File: src/rtl/fsm_step_sequencer_if.sv
// Host/board-side bundle for the step sequencer: controls, script writes and the FSM hookup.
interface fsm_step_sequencer_if #(
  parameter int DIV_W = 24
);
  logic             btn_step;
  logic             mode_auto;
  logic             run;
  logic [DIV_W-1:0] div_load;
  logic [1:0]       sw_raw;
  logic             use_seq;
  logic             seq_wr_en;
  logic [1:0]       seq_wr_data;
  logic             seq_clr;
  logic             fsm_out;
  logic             ctrl_out;
  logic [1:0]       sw_out;
  logic [7:0]       step_count;
  logic [7:0]       hist;
  logic             seq_done;
  logic             busy;

  modport master (
    output btn_step, mode_auto, run, div_load, sw_raw, use_seq,
           seq_wr_en, seq_wr_data, seq_clr, fsm_out,
    input  ctrl_out, sw_out, step_count, hist, seq_done, busy
  );

  modport slave (
    input  btn_step, mode_auto, run, div_load, sw_raw, use_seq,
           seq_wr_en, seq_wr_data, seq_clr, fsm_out,
    output ctrl_out, sw_out, step_count, hist, seq_done, busy
  );
endinterface

File: src/rtl/fsm_step_sequencer.sv
// Step-enable generator for the 2-bit-switch Moore FSM: debounced manual steps or divided auto steps.
// ctrl_out pulses one cycle after a request (one in flight, extras dropped); fsm_out captured the cycle after.
module fsm_step_sequencer #(
  parameter int DIV_W     = 24,
  parameter int DB_CYC    = 16,
  parameter int SEQ_DEPTH = 8
) (
  input  logic                clk,
  input  logic                reset,
  fsm_step_sequencer_if.slave bus
);
  localparam int AW  = (SEQ_DEPTH > 1) ? $clog2(SEQ_DEPTH) : 1;
  localparam int DBW = (DB_CYC > 1) ? $clog2(DB_CYC) : 1;

  typedef enum logic [1:0] {S_IDLE, S_MANUAL, S_AUTO, S_DONE} state_t;

  state_t           r_state;
  state_t           w_state_nxt;

  logic             r_sync1;
  logic             r_sync2;
  logic             r_db_level;
  logic [DBW-1:0]   r_db_cnt;
  logic             w_db_hit;
  logic             w_btn_rise;

  logic [DIV_W-1:0] r_div;
  logic [DIV_W-1:0] w_div_last;
  logic             w_div_term;

  logic [1:0]       r_buf [SEQ_DEPTH];
  logic [AW:0]      r_wr_cnt;
  logic [AW:0]      r_rd_ptr;
  logic             w_buf_full;
  logic             w_seq_exh;

  logic             w_req;
  logic             r_ctrl;
  logic             r_cap;
  logic [1:0]       r_sw_raw;
  logic [7:0]       r_step_count;
  logic [7:0]       r_hist;
  logic             r_seq_done;

  // Button: 2-FF synchronizer, then a level that flips only after DB_CYC differing samples.
  assign w_db_hit   = (r_sync2 != r_db_level) && (r_db_cnt == DBW'(DB_CYC - 1));
  assign w_btn_rise = w_db_hit && r_sync2;

  always_ff @(posedge clk) begin
    if (reset) begin
      r_sync1    <= 1'b0;
      r_sync2    <= 1'b0;
      r_db_level <= 1'b0;
      r_db_cnt   <= '0;
    end else begin
      r_sync1 <= bus.btn_step;
      r_sync2 <= r_sync1;
      if (r_sync2 == r_db_level) begin
        r_db_cnt <= '0;
      end else if (w_db_hit) begin
        r_db_level <= r_sync2;
        r_db_cnt   <= '0;
      end else begin
        r_db_cnt <= r_db_cnt + DBW'(1);
      end
    end
  end

  // A period of 0 behaves as 1; >= lets a shrunken div_load terminate at the next compare.
  assign w_div_last = (bus.div_load == '0) ? '0 : bus.div_load - DIV_W'(1);
  assign w_div_term = (r_state == S_AUTO) && (r_div >= w_div_last);

  always_ff @(posedge clk) begin
    if (reset) begin
      r_div <= '0;
    end else if (w_div_term || (r_state != S_AUTO)) begin
      r_div <= '0;
    end else begin
      r_div <= r_div + DIV_W'(1);
    end
  end

  assign w_buf_full = (r_wr_cnt == (AW + 1)'(SEQ_DEPTH));
  assign w_seq_exh  = bus.use_seq && (r_rd_ptr == r_wr_cnt);

  always_ff @(posedge clk) begin
    if (reset) begin
      r_wr_cnt <= '0;
      r_rd_ptr <= '0;
      for (int i = 0; i < SEQ_DEPTH; i++) begin
        r_buf[i] <= 2'b00;
      end
    end else if (bus.seq_clr) begin
      r_wr_cnt <= '0;
      r_rd_ptr <= '0;
    end else begin
      if (bus.seq_wr_en && !w_buf_full) begin
        r_buf[r_wr_cnt[AW-1:0]] <= bus.seq_wr_data;
        r_wr_cnt                <= r_wr_cnt + (AW + 1)'(1);
      end
      if (r_ctrl && bus.use_seq && (r_rd_ptr != r_wr_cnt)) begin
        r_rd_ptr <= r_rd_ptr + (AW + 1)'(1);
      end
    end
  end

  // An exhausted script suppresses requests so no step slips out while DONE is being entered.
  assign w_req = bus.run && !w_seq_exh &&
                 (w_div_term || ((r_state == S_MANUAL) && w_btn_rise));

  always_ff @(posedge clk) begin
    if (reset) begin
      r_ctrl   <= 1'b0;
      r_cap    <= 1'b0;
      r_sw_raw <= 2'b00;
    end else begin
      r_ctrl   <= w_req && !r_ctrl;
      r_cap    <= r_ctrl;
      r_sw_raw <= bus.sw_raw;
    end
  end

  always_ff @(posedge clk) begin
    if (reset || bus.seq_clr) begin
      r_step_count <= 8'd0;
      r_hist       <= 8'd0;
    end else if (r_cap) begin
      r_hist <= {r_hist[6:0], bus.fsm_out};
      if (r_step_count != 8'hFF) begin
        r_step_count <= r_step_count + 8'd1;
      end
    end
  end

  always_ff @(posedge clk) begin
    if (reset) begin
      r_state <= S_IDLE;
    end else begin
      r_state <= w_state_nxt;
    end
  end

  always_comb begin
    w_state_nxt = r_state;
    case (r_state)
      S_IDLE: begin
        if (bus.run) begin
          if (w_seq_exh)          w_state_nxt = S_DONE;
          else if (bus.mode_auto) w_state_nxt = S_AUTO;
          else                    w_state_nxt = S_MANUAL;
        end
      end
      S_MANUAL, S_AUTO: begin
        if (!bus.run)           w_state_nxt = S_IDLE;
        else if (w_seq_exh)     w_state_nxt = S_DONE;
        else if (bus.mode_auto) w_state_nxt = S_AUTO;
        else                    w_state_nxt = S_MANUAL;
      end
      S_DONE: begin
        if (!bus.run || bus.seq_clr) w_state_nxt = S_IDLE;
      end
      default: w_state_nxt = S_IDLE;
    endcase
  end

  always_ff @(posedge clk) begin
    if (reset || bus.seq_clr) begin
      r_seq_done <= 1'b0;
    end else if ((w_state_nxt == S_DONE) && (r_state != S_DONE)) begin
      r_seq_done <= 1'b1;
    end
  end

  assign bus.ctrl_out   = r_ctrl;
  assign bus.sw_out     = bus.use_seq ? r_buf[r_rd_ptr[AW-1:0]] : r_sw_raw;
  assign bus.step_count = r_step_count;
  assign bus.hist       = r_hist;
  assign bus.seq_done   = r_seq_done;
  assign bus.busy       = (r_state == S_MANUAL) || (r_state == S_AUTO);
endmodule
File: src/flat_wrapper.sv
// flat-port wrapper written by rule: the top's interface ports become plain ports
module fsm_step_sequencer_flat 
#(
  parameter int DIV_W     = 24,
  parameter int DB_CYC    = 16,
  parameter int SEQ_DEPTH = 8
)
  (clk, reset, bus_btn_step, bus_mode_auto, bus_run, bus_div_load, bus_sw_raw, bus_use_seq, bus_seq_wr_en, bus_seq_wr_data, bus_seq_clr, bus_fsm_out, bus_ctrl_out, bus_sw_out, bus_step_count, bus_hist, bus_seq_done, bus_busy);
  fsm_step_sequencer_if #(.DIV_W(DIV_W)) bus_i ();
  input  logic clk;
  input  logic reset;
  input wire logic [$bits(bus_i.btn_step)-1:0] bus_btn_step;
  input wire logic [$bits(bus_i.mode_auto)-1:0] bus_mode_auto;
  input wire logic [$bits(bus_i.run)-1:0] bus_run;
  input wire logic [$bits(bus_i.div_load)-1:0] bus_div_load;
  input wire logic [$bits(bus_i.sw_raw)-1:0] bus_sw_raw;
  input wire logic [$bits(bus_i.use_seq)-1:0] bus_use_seq;
  input wire logic [$bits(bus_i.seq_wr_en)-1:0] bus_seq_wr_en;
  input wire logic [$bits(bus_i.seq_wr_data)-1:0] bus_seq_wr_data;
  input wire logic [$bits(bus_i.seq_clr)-1:0] bus_seq_clr;
  input wire logic [$bits(bus_i.fsm_out)-1:0] bus_fsm_out;
  output wire logic [$bits(bus_i.ctrl_out)-1:0] bus_ctrl_out;
  output wire logic [$bits(bus_i.sw_out)-1:0] bus_sw_out;
  output wire logic [$bits(bus_i.step_count)-1:0] bus_step_count;
  output wire logic [$bits(bus_i.hist)-1:0] bus_hist;
  output wire logic [$bits(bus_i.seq_done)-1:0] bus_seq_done;
  output wire logic [$bits(bus_i.busy)-1:0] bus_busy;
  assign bus_i.btn_step = bus_btn_step;
  assign bus_i.mode_auto = bus_mode_auto;
  assign bus_i.run = bus_run;
  assign bus_i.div_load = bus_div_load;
  assign bus_i.sw_raw = bus_sw_raw;
  assign bus_i.use_seq = bus_use_seq;
  assign bus_i.seq_wr_en = bus_seq_wr_en;
  assign bus_i.seq_wr_data = bus_seq_wr_data;
  assign bus_i.seq_clr = bus_seq_clr;
  assign bus_i.fsm_out = bus_fsm_out;
  assign bus_ctrl_out = bus_i.ctrl_out;
  assign bus_sw_out = bus_i.sw_out;
  assign bus_step_count = bus_i.step_count;
  assign bus_hist = bus_i.hist;
  assign bus_seq_done = bus_i.seq_done;
  assign bus_busy = bus_i.busy;
  fsm_step_sequencer #(.DIV_W(DIV_W), .DB_CYC(DB_CYC), .SEQ_DEPTH(SEQ_DEPTH)) u_core (.clk(clk), .reset(reset), .bus(bus_i));
endmodule
File: config.mk
export PLATFORM = sky130hd
export DESIGN_NAME = fsm_step_sequencer_flat
export DESIGN_NICKNAME = d
export VERILOG_FILES = /design/src/rtl/fsm_step_sequencer_if.sv /design/src/rtl/fsm_step_sequencer.sv /design/src/flat_wrapper.sv
export SDC_FILE = /design/constraint.sdc
export NUM_CORES = 1
export LEC_CHECK = 0
export BUFFER_PORTS_ARGS = -buffer_cell sky130_fd_sc_hd__buf_4
export CORE_UTILIZATION = 35
export CTS_CLUSTER_SIZE = 25
export DETAILED_ROUTE_END_ITERATION = 10
export GPL_ROUTABILITY_DRIVEN = 0
export HOLD_SLACK_MARGIN = 0.03
export SYNTH_ARGS = -nofsm -noshare
export SYNTH_HDL_FRONTEND = slang
export SYNTH_SLANG_ARGS = --single-unit
File: constraint.sdc
create_clock -name clk -period 4.61 [get_ports clk]
set_input_delay 0.2305 -clock clk [delete_from_list [all_inputs] [get_ports clk]]
set_output_delay 0.2305 -clock clk [all_outputs]
set_load 0.05 [all_outputs]
==> results of run 1 <==
-- layout make-up --
class	count	area, sq um	share of cell area (%)
flip-flops and latches	81	1782	31.98
inverters	18	67.56	1.213
clock buffers	11	252.7	4.536
multi-input cells	402	2741	49.20
well taps	172	215.2	3.863
clock inverters	5	77.57	1.392
repair buffers	58	435.4	7.815
-- state kept, by name, summed over array words and instances (netlist names), named ones only --
| signal | cells |
|---|---|
| u_core.bus.hist | 8 |
| u_core.r_buf | 16 |
| u_core.bus.step_count | 8 |
| u_core.r_sw_raw | 2 |
| u_core.r_state | 2 |
| u_core.r_cap | 1 |
| u_core.r_rd_ptr | 4 |
| u_core.r_div | 24 |
| u_core.r_sync2 | 1 |
| u_core.r_sync1 | 1 |
| u_core.bus.ctrl_out | 1 |
| u_core.r_db_cnt | 4 |
| u_core.bus.seq_done | 1 |
| u_core.r_db_level | 1 |
| u_core.r_wr_cnt | 4 |
-- synthesized netlist by cell type (2+ instances only) --
library cell  number  share of area (%)
mux4_2             4                1.9
and2_1             8                1.1
xnor2_1           39                7.3
nor3_1            41                4.4
inv_1             18                1.4
and3_1             9                1.2
edfxtp_1          16                 10
or4_2              2               0.38
nand3_1           18                1.9
clkbuf_1          16                1.3
nand4_1           16                2.1
o21ai_0           12                1.3
ha_1              36                9.7
xor2_1            20                3.8
or4_1              2               0.32
o21a_1             4               0.64
nor2_1            61                4.9
a31oi_1            2               0.27
nand2_1           47                3.8
a21oi_1           12                1.3
mux2i_1           16                3.4
nor4_1             9                1.2
o211ai_1           3               0.48
buf_2              2               0.21
nand2b_1           4               0.54
a21o_1             3               0.48
or2_2              4               0.54
nor2b_1            9                1.2
dfxtp_1           65                 28
-- stage by stage --
stage | instances | cell area, sq um | util (%) | power, mW
final | 747 | 5572 | 43.44 | 1.655
after global routing | 747 | 5572 | 43.44 | 1.723
after CTS | 747 | 5572 | 43.44 | 1.677
after detailed placement | 731 | 5241 | 40.87 | 0.9009
after global placement | 731 | 5241 | 40.87 | 0.8968
after floorplan | 520 | 4666 | - | 0.8394
-- worst paths after layout --
kind,start,end,slack (ns),cells past startpoint
min reg2reg,u_core.r_db_cnt[0]$_SDFF_PP0_,u_core.r_db_cnt[0]$_SDFF_PP0_,0.45,1
max,bus_div_load[9],u_core.r_div[17]$_SDFF_PP0_,1.05,13
min,bus_sw_raw[0],u_core.r_sw_raw[0]$_SDFF_PP0_,0.12,2
max reg2reg,u_core.r_div[22]$_SDFF_PP0_,u_core.r_div[17]$_SDFF_PP0_,2.39,7
-- power by group through the flow --
stage	clock [mW]	combinational (mW)	sequential, mW
finish	0.770	0.146	0.739
floorplan	0	0.0858	0.754
CTS	0.791	0.147	0.739
global placement	0	0.142	0.755
global route	0.819	0.163	0.741
detailed placement	0	0.146	0.755
-- critical path: stages --
cell and delay, ns:
buf_4 0.11, or4_2 0.69, nor2_1 0.34, nand3_1 0.21, nor4_1 0.28, mux2i_1 0.14, ha_1 0.32, nand4_1 0.21
nor4_1 0.43, nand4_1 0.16, o2111ai_2 0.18, buf_4 0.31, nor3_1 0.10
-- kinds of logic (layout without fill, tap and decap cells) --
kind of cell / after synthesis / count (layout) / share of synthesized area [%]
AO/OA/AOI/OAI: 45 / 45 / 6.007
XOR/XNOR: 59 / 59 / 11.08
adder cells (fa/ha/maj): 36 / 36 / 9.654
buffers and inverters: 37 / 92 / 3.191
flip-flops: 81 / 81 / 38.19
multiplexers: 20 / 20 / 5.363
AND/OR/NAND/NOR: 242 / 242 / 26.52
-- routing by layer --
metal,share of wire (%),track usage (%),vias to the layer above
li1,-,-,1929
met4,0.83,3.846,0
met5,0,0,-
met3,2.9,3.052,7
met1,48,18.77,1767
met2,48,24.89,53
==> results.md, run 1 <==
Final layout
* most frequent cells in the layout: dfxtp_1 (65), nor2_1 (61), buf_4 (58)
* Layout fillers: 1286
* antenna diode instance count: 0
* most common cell after layout, fill and taps aside: dfxtp_1
* fraction of layout cells with a size suffix above 1: 15.65%
* area growth from synthesis to layout: 19.42%
* nets@finish: 643

Timing
* worst clock skew: 0.006853 ns
* max frequency: 281.3 MHz
* tightest slew margin relative to the limit: 35.05%
* Final Hold Slack: 0.1184 ns
* RSZ-0062 raised after global routing: no
* post-layout minimum cycle time: 3.555 ns
* final setup TNS: 0 ns
* post-route fraction of the period consumed by the critical path: 77.12%
* Setup violations, final: 0
* number of endpoints with negative hold slack in the final report: 0
* smallest setup slack after layout: 1.055 ns
* Max Slew Vio Count: 0
* Least-Margin Pin Slew: 0.9742 ns

Clock network
* Root Buffer Master: clkbuf_16
* Max H-tree Level: 3
* Setup Buffers After CTS: 0
* Clock transition at path regs: 0.06 ns
* hold buffers post-CTS: 0
* clk sinks: 81
* total CTS buffers: 9
* clock tree from TritonCTS: done
* post_cts resized: 0
* worst skew pair latency: 0.33 ns
* maximum number of buffers from clock root to sink: 2

Min path
* worst hold path type: in2reg

Synth
* count of flip-flops with a built-in enable after synthesis: 16
* Post-synth top flop: dfxtp_1
* number of distinct standard cells referenced by the synthesized netlist: 51
* Post-Synthesis Cell Area: 0.004666 sq mm
* post-synthesis sequential element count: 81
* fraction of the yosys area taken by sequential cells: 38.19%
* mean area per synthesized cell: 8.973 sq um
* synthesized net count: 593
* cell count after synthesis: 520
* async set or reset register ratio after synthesis: 0%
* warnings from Yosys: 0

GRT
* largest net degree at the start of global routing: 29
* antenna violations before repair: 0
* Tot GR Track Use: 14.63%
* GRT Residual Overflow: 0
* first-pass GRT wire length: 16680 microns
* via count of the first global-routing pass: 3705

Worst setup path
* critical path peak fanout: 25
* required time worst endpoint: 4.78 ns
* Worst Setup Start Kind: input pin
* crit path DAT: 3.73 ns
* Critical Path Sink Type: register
* CP Class: in2reg

Placed design
* Detail Placement HPWL: 7412 microns
* Port Buffer Count: 57
* Place WS: 0.7284 ns

Pwr
* part of the power in the clock network: 46.5%
* cell-internal power: 1.296 mW
* maximum vdd ir drop: 0.1636 mV
* PD cells: 297.0 mW/mm^2
* combinational power share: 8.8%
* Psw: 0.3591 mW
* sequential share of power: 44.7%
* switching share of total power: 21.70%
* Pleak: 2.129 nW

Floorplan
* standard-cell row count: 41
* CORE AREA: 0.01282 sq mm
* initial cell density of the core: 36.38%
* die height: 117.5 microns
* total die area: 0.01380 sq mm
* I/O pins: 58
* die boundary width: 117.5 microns

Route
* count of routing violations after the opening detailed-route iteration: 156
* # DRC: 0
* Post-Route WL: 9759 microns
* post-route ant nets: 0
* First-pass DRT Iterations: 4
* post-DR vias/cell: 5.028
* average wire per standard cell: 13.06 microns
* total via count after detailed routing: 3756

Flow run
* reported max-cap violation count: 0

Outcome
* run status: complete, no violations

No activity file was read; power rests on OpenSTA's default activity.
==> run 2: changes to the inputs <==
Clock period 4.61 ns to 3.1 ns, I/O delays scaled along.
==> results.md, run 2 (same netlist as run 1, synthesis figures left out) <==
Outcome
* run status: finished, violations left
* failing checks: negative setup slack

GRT
* via count of the first global-routing pass: 3873
* largest net degree at the start of global routing: 29
* Tot GR Track Use: 15.86%
* GRT Residual Overflow: 0
* antenna violations before repair: 0
* first-pass GRT wire length: 17790 microns

Clock network
* Root Buffer Master: clkbuf_16
* worst skew pair latency: 0.34 ns
* hold buffers post-CTS: 0
* Max H-tree Level: 3
* total CTS buffers: 9
* clock tree from TritonCTS: done
* maximum number of buffers from clock root to sink: 2
* Clock transition at path regs: 0.06 ns
* clk sinks: 81

Final layout
* post-route cell area: 0.006072 sq mm
* registers with the most flip-flops: u_core.r_div: 24 flops, u_core.r_buf: 16 flops
* area growth from synthesis to layout: 30.14%
* top register by number of flip-flops: u_core.r_div
* antenna diode instance count: 0
* Layout fillers: 1247
* most common cell after layout, fill and taps aside: buf_4
* number of flip-flops under the largest register name: 24
* fraction of layout cells with a size suffix above 1: 23.18%
* non-filler cells in the finished layout: 789
* nets@finish: 685
* Post-Route Utilization: 47.35%
* most frequent cells in the layout: buf_4 (94), dfxtp_1 (65), nor2_1 (60)

Route
* post-route ant nets: 0
* # DRC: 0
* total via count after detailed routing: 3918
* First-pass DRT Iterations: 4
* post-DR vias/cell: 4.966
* average wire per standard cell: 13.27 microns
* Post-Route WL: 10470 microns
* count of routing violations after the opening detailed-route iteration: 161

Placed design
* instance count after placement with tap cells included: 765
* Port Buffer Count: 57
* Place WS: -0.5061 ns
* placed cell area: 0.005527 sq mm
* Detail Placement HPWL: 7703 microns

Floorplan
* total die area: 0.01380 sq mm
* die boundary width: 117.5 microns
* standard-cell row count: 41
* I/O pins: 58
* die height: 117.5 microns
* initial cell density of the core: 36.38%
* CORE AREA: 0.01282 sq mm

Timing
* number of endpoints with negative hold slack in the final report: 0
* RSZ-0062 raised after global routing: yes
* post-layout minimum cycle time: 3.244 ns
* Setup violations, final: 25
* Final Hold Slack: 0.04160 ns
* Least-Margin Pin Slew: 0.9679 ns
* tightest slew margin relative to the limit: 35.47%
* worst clock skew: 0.008875 ns
* Max Slew Vio Count: 0
* max frequency: 308.3 MHz
* smallest setup slack after layout: -0.1441 ns
* post-route fraction of the period consumed by the critical path: 104.6%

Pwr
* Pleak: 2.379 nW
* maximum vdd ir drop: 0.2436 mV
* part of the power in the clock network: 47.1%
* switching share of total power: 21.94%
* cell-internal power: 1.992 mW
* combinational power share: 9.8%
* Psw: 0.5597 mW
* PD cells: 420.2 mW/mm^2
* sequential share of power: 43.1%

Worst setup path
* critical path peak fanout: 7
* Critical Path Sink Type: register
* cell with the largest stage delay on the worst path: or4_4
* CP Class: in2reg
* critical path's largest stage delay: 0.58 ns
* Worst Setup Start Kind: input pin
* crit-path cells: buf_6, or4_4, or4_4, nor2b_4, buf_4, buf_4, o21ai_1, ha_1, nand4_1, nor4_4, buf_4, a221oi_4, o2111ai_4, buf_6, buf_12, nor3_1
* crit path DAT: 3.49 ns
* CP dominant cell by count: buf_4
* required time worst endpoint: 3.34 ns

Min path
* worst hold path type: in2reg

Flow run
* reported max-cap violation count: 0

run 2: cell types whose count changed in the layout (fill, tap and decap cells not counted), moves of 3 or more:
cell	previous run	this run
buf_4	58	94
buf_6	0	3
nor4_1	9	6
or4_4	1	4
run 2: path summary, 6_finish.rpt:
path | from | to | slack, ns | cells after the start
min reg2reg | u_core.r_db_cnt[0]$_SDFF_PP0_ | u_core.r_db_cnt[0]$_SDFF_PP0_ | 0.45 | 1
min | bus_sw_raw[0] | u_core.r_sw_raw[0]$_SDFF_PP0_ | 0.04 | 2
max reg2reg | u_core.r_div[20]$_SDFF_PP0_ | u_core.r_div[23]$_SDFF_PP0_ | 0.90 | 10
max | bus_div_load[5] | u_core.r_div[23]$_SDFF_PP0_ | -0.14 | 16
run 2: cell type report:
type	count	area, sq um	share of cell area, %
Clock buffer	11	232.7	3.833
Clock inverter	5	103.9	1.710
Inverter	18	67.56	1.113
Multi-Input combinational cell	402	2859	47.08
Sequential cell	81	1782	29.34
Tap cell	172	215.2	3.544
Timing Repair Buffer	100	812.0	13.37
run 2: timing repair:
item,CTS,global route
endpoints found under the setup margin,25,25
pin swaps,3,6
gates resized for setup,12,11
cloned,2,0
buffers inserted,3,3
run 2: stage by stage:
stage          power (mW)  setup TNS, ns
2_1_floorplan       1.249         -5.996
3_3_place_gp        1.356         -9.524
3_5_place_dp        1.363         -12.21
4_1_cts             2.573         -1.738
5_1_grt             2.643         -6.816
6_report            2.552         -1.955
run 2: power groups by stage:
stage                     Sequential, mW  Clock, mW  Combinational (mW)
after detailed placement            1.12          0               0.241
after global placement              1.12          0               0.235
after floorplan                     1.12          0               0.128
after CTS                           1.10       1.23               0.246
final                               1.10       1.20               0.250
after global routing                1.10       1.27               0.274
run 2: routing by layer:
layer	vias up	track usage, %	share of wire (%)
li1	2010	-	-
met1	1848	20.50	48
met2	49	26.70	48
met3	11	3.198	2.6
met4	0	4.567	1.0
met5	-	0	0
run 2: worst max-delay path, delay by kind of cell:
family                   cells  cell delay (ns)
AND/OR/NAND/NOR              6             1.70
buffers and inverters        6             0.74
AO/OA/AOI/OAI                3             0.53
adder cells (fa/ha/maj)      1             0.34
